`src/rtl/pwm_rx.sv`:
```
// pwm_rx: recovers PWM frames from a single-bit line and emits one W-bit duty sample per frame.
// Optional define PWM_RX_GLITCH_FILTER_EN rejects single-cycle pulses on the synchronized line.
module pwm_rx #(
   parameter int PERIOD  = 256,
   parameter int W       = 8,
   parameter int TOL     = 4,
   parameter int TIMEOUT = 512
) (
   input  logic         clk,
   input  logic         rst_n,
   input  logic         pwm_in,
   output logic [W-1:0] sample,
   output logic         sample_valid,
   output logic         period_err,
   output logic         locked
);
   localparam int CW = $clog2(TIMEOUT) + 1;
   localparam logic [CW-1:0] CNT_MAX  = '1;
   localparam logic [CW-1:0] HIGH_MAX = CW'((2 ** W) - 1);
   localparam logic [CW-1:0] TO_VAL   = CW'(TIMEOUT);
   localparam logic [CW-1:0] PER_VAL  = CW'(PERIOD);
   localparam logic [CW-1:0] TOL_VAL  = CW'(TOL);

   typedef enum logic {IDLE, TRACK} state_t;
   state_t state, state_next;

   logic          sync1, sync2, lvl_q, lvl;
   logic          rise, timeout, restart, out_of_tol;
   logic [CW-1:0] period_cnt, high_cnt, deviation;
   logic [W-1:0]  sample_next;
   logic          valid_next, err_next;

   always_ff @(posedge clk or negedge rst_n) begin
      if (!rst_n) begin
         sync1 <= 1'b0;
         sync2 <= 1'b0;
         lvl_q <= 1'b0;
      end else begin
         sync1 <= pwm_in;
         sync2 <= sync1;
         lvl_q <= lvl;
      end
   end

`ifdef PWM_RX_GLITCH_FILTER_EN
   logic sync3;

   always_ff @(posedge clk or negedge rst_n) begin
      if (!rst_n) sync3 <= 1'b0;
      else        sync3 <= sync2;
   end

   // The level only moves once two consecutive synchronized samples agree.
   assign lvl = (sync2 == sync3) ? sync2 : lvl_q;
`else
   assign lvl = sync2;
`endif

   assign rise    = lvl & ~lvl_q;
   assign timeout = (period_cnt == TO_VAL);

   always_comb begin
      deviation  = (period_cnt >= PER_VAL) ? (period_cnt - PER_VAL) : (PER_VAL - period_cnt);
      out_of_tol = (deviation > TOL_VAL);
   end

   // A rise outranks a coincident timeout; the first rise from IDLE only sets the frame reference.
   always_comb begin
      state_next  = state;
      sample_next = sample;
      valid_next  = 1'b0;
      err_next    = 1'b0;
      restart     = 1'b0;
      if (rise) begin
         restart    = 1'b1;
         state_next = TRACK;
         if (state == TRACK) begin
            sample_next = high_cnt[W-1:0];
            valid_next  = 1'b1;
            err_next    = out_of_tol;
         end
      end else if (timeout) begin
         restart     = 1'b1;
         state_next  = IDLE;
         sample_next = {W{lvl}};
         valid_next  = 1'b1;
      end
   end

   always_ff @(posedge clk or negedge rst_n) begin
      if (!rst_n) begin
         state        <= IDLE;
         sample       <= '0;
         sample_valid <= 1'b0;
         period_err   <= 1'b0;
      end else begin
         state        <= state_next;
         sample       <= sample_next;
         sample_valid <= valid_next;
         period_err   <= err_next;
      end
   end

   always_ff @(posedge clk or negedge rst_n) begin
      if (!rst_n) begin
         period_cnt <= '0;
         high_cnt   <= '0;
      end else if (restart) begin
         period_cnt <= CW'(1);
         high_cnt   <= CW'(1);
      end else begin
         if (period_cnt != CNT_MAX) period_cnt <= period_cnt + CW'(1);
         if (lvl && (high_cnt != HIGH_MAX)) high_cnt <= high_cnt + CW'(1);
      end
   end

   assign locked = (state == TRACK);

endmodule

```
`config.mk`:
```
export PLATFORM = sky130hd
export DESIGN_NAME = pwm_rx
export DESIGN_NICKNAME = d
export VERILOG_FILES = /design/src/rtl/pwm_rx.sv
export SDC_FILE = /design/constraint.sdc
export NUM_CORES = 1
export LEC_CHECK = 0
export ABC_AREA = 1
export CAP_MARGIN = 5
export CORE_MARGIN = 3
export CORE_UTILIZATION = 55
export CTS_BUF_LIST = sky130_fd_sc_hd__clkbuf_4 sky130_fd_sc_hd__clkbuf_8
export CTS_CLUSTER_DIAMETER = 100
export DETAILED_ROUTE_END_ITERATION = 8
export GPL_TIMING_DRIVEN = 0
export PLACE_DENSITY = 0.75
export SYNTH_ARGS = -nofsm -noshare
export SYNTH_HDL_FRONTEND = slang
export SYNTH_SLANG_ARGS = --single-unit
export TNS_END_PERCENT = 10
```
`constraint.sdc`:
```
create_clock -name clk -period 1.7 [get_ports clk]
set_input_delay 0.17 -clock clk [delete_from_list [all_inputs] [get_ports clk]]
set_output_delay 0.17 -clock clk [all_outputs]
set_load 0.005 [all_outputs]
```
==> out/results.txt <==
yosys warns: 0
TritonCTS clock tree: done
Yosys top cell area share: 43.0%
Starting Density: 58.4%
CP Buf/Inv Count: 0
RePlAce Congestion: 0.922
net count reported at finish: 297
core area: 3390 sq um
I/O Buffers: 13
Worst-Skew Late Latency: 330 ps
Worst-Margin Slew: 737 ps
sequential fraction of the synthesis area: 43.0%
Internal: 1.43 mW
PwrDens: 929 nW/um^2
EDFF count, synth: 0
crit start category: flip-flop
gr ovfl total: 0
crit-path max FO: 9
Avg Cell Area, Syn: 7.64 sq um
Top Ports: 14
async set-reset flop share out of synthesis: 100%
Top FF cell, synth: dfrtp_1
Slew Viols, Final: 0
relative slew slack: 50.8%
crit-path leading delay family: simple AND/OR/NAND/NOR gates
largest net degree at the start of global routing: 35
CP max stage delay: 430 ps
wire per inst: 12.1 um
detailed-route DRC error count: 0
arrival time at the worst endpoint: 1820 ps
total power: 2.17 mW
Clock Root Buffer: clkbuf_4
Worst-path clk slew: 110 ps
CTS H-tree lvls: 2
layout cells sized above 1: 16.5%
Mapped Area: 1980 sq um
post-synthesis cell type count: 27
Vias: 1747
final worst-path cycle share: 94.1%
critical path required time: 1920 ps
P&R area growth vs syn: 18.3%
NetSw: 0.747 mW
Post-synth top cells: nand2_1, inv_1, dfrtp_1
hpwl dp: 2900 um
Syn Nets: 266
Seq pwr share: 45.9%
Initial DRT Pass Iterations: 4
largest cells by area after synthesis: dfrtp_1, nand2_1, inv_1
Longest Clk Path Bufs: 2
DR iter-0 viols: 121
#FFs+latches synth: 34
initial antenna violation count: 0
Lkg Pwr: 1.13 nW
peak supply drop: 501 uV
Sink Count: 34
antenna-violating nets left: 0
Critical Path, Cell by Cell: ha_1, nand3_1, nor2_2, nand4_4, a21oi_1, o21ai_1
Inserted Clock Buffers: 5
Final Hold Fails: 0
switch share: 34.3%
minimum clock period: 1600 ps
pre-CTS setup slack: -78.5 ps
status: finished clean
Max Cap Viol: 0
# setup viols final: 0
vias in the first global route: 1524
die area: 4350 sq um
Post-Syn Instances: 259
first-pass GRT wire length: 6860 um
f_max: 625 MHz
GRT Util Overall: 20.6%
clock share of power: 21.8%
cell with the most instances after synthesis: nand2_1
chip height: 66.0 um
endpoint class of the critical path: flip-flop
Combinational Power Share: 32.2%
vias per cell: 5.18
Hold Crit Class: in -> reg
worst setup margin: 99.6 ps
ant diodes: 0
WL final: 4090 um
WS Path Type: reg -> reg
die span in x: 66.0 um
Critical-path top delay cell: dfrtp_1
floorplan row count: 21
Synth area leader: dfrtp_1
clk_skew: 8.78 ps
registers in the layout, indices dropped and copies added (netlist names):
register,count
period_err,1
high_cnt,10
lvl_q,1
locked,1
period_cnt,10
sample,8
sample_valid,1
lvl,1
sync1,1
final cells by class:
cell class | instances | area, sq um
Fill cell | 285 | 1050
Multi-Input combinational cell | 177 | 930
Sequential cell | 34 | 852
Timing Repair Buffer | 24 | 223
Inverter | 43 | 164
Tap cell | 46 | 57.6
Buffer | 5 | 52.6
Clock buffer | 6 | 51.3
Clock inverter | 2 | 12.5
worst register-to-register path, stage by stage (launching register included):
cell and delay [ps]:
dfrtp_1 430, ha_1 240, nand3_1 130, nor2_2 240, nand4_4 190, a21oi_1 190, o21ai_1 80
placed cells by master (no fill, tap or decap), types with 2 or more instances in the layout:
| cell | netlist | routed |
|---|---|---|
| a21oi_1 | 15 | 15 |
| buf_4 | 1 | 10 |
| buf_6 | 4 | 4 |
| clkbuf_4 | 0 | 5 |
| clkdlybuf4s50_1 | 0 | 12 |
| dfrtp_1 | 34 | 33 |
| ha_1 | 4 | 3 |
| inv_1 | 39 | 37 |
| inv_2 | 3 | 5 |
| nand2_1 | 56 | 56 |
| nand2_2 | 5 | 5 |
| nand3_1 | 24 | 24 |
| nand4_1 | 6 | 6 |
| nor2_1 | 21 | 21 |
| nor2_2 | 5 | 4 |
| nor2_4 | 1 | 2 |
| nor3_1 | 8 | 8 |
| o211a_1 | 2 | 2 |
| o21ai_0 | 20 | 20 |
| o21ai_1 | 2 | 2 |
through the flow:
step | instances | hold WS, ps | area [sq um] | TNS (ps) | util, %
after floorplan | 259 | -126 | 1980 | 0 | -
after global placement | 318 | 333 | 2170 | -9600 | 63.9
after detailed placement | 318 | 277 | 2160 | -891 | 63.8
after CTS | 327 | 260 | 2240 | 0 | 66.0
after global routing | 337 | 266 | 2340 | -39.0 | 69.1
final | 337 | 267 | 2340 | 0 | 69.1
kinds of logic after synthesis:
logic type,count (synthesis),synth area share (%)
DFF,34,43.0
and+or+nand+nor,130,30.9
adders and majority gates,4,2.53
AOI/OAI and AO/OA,41,11.8
xor gates and xnor gates,2,0.885
buffers and inverters,48,10.9
power groups by stage:
stage	registers (mW)	logic, mW	clock network (mW)
2_1_floorplan	0.995	0.442	0
3_3_place_gp	1.01	0.621	0
3_5_place_dp	1.01	0.628	0
4_1_cts	0.994	0.634	0.490
5_1_grt	1.01	0.799	0.534
6_report	0.999	0.701	0.475
repair_timing:
item,in CTS,in global routing
pin swaps,0,3
resized for setup,2,4
cloned,0,0
setup endpoints to repair,23,23
hold endpoints to repair,34,0
hold buffers,1,0
buffers inserted,0,10
routing by layer:
metal	wire length, um	vias up	GRT usage [%]
met5	0	-	0
met4	48	0	5.84
met3	242	6	5.10
met2	1780	61	29.8
met1	2020	783	30.5
li1	-	897	-
final timing paths:
| kind | startpoint | end | slack, ps | depth (start not counted) |
|---|---|---|---|---|
| worst max register to register | period_cnt[1] | period_cnt[0] | 100 | 6 |
| min in group asynchronous | rst_n | high_cnt[5] | 430 | 2 |
| worst max-delay path | period_cnt[1] | period_cnt[0] | 100 | 6 |
| worst min register to register | sync1 | lvl | 380 | 0 |
| worst min-delay path | pwm_in | sync1 | 270 | 1 |
| max in group asynchronous | rst_n | high_cnt[0] | 770 | 2 |
No activity file was read; power rests on OpenSTA's default activity.
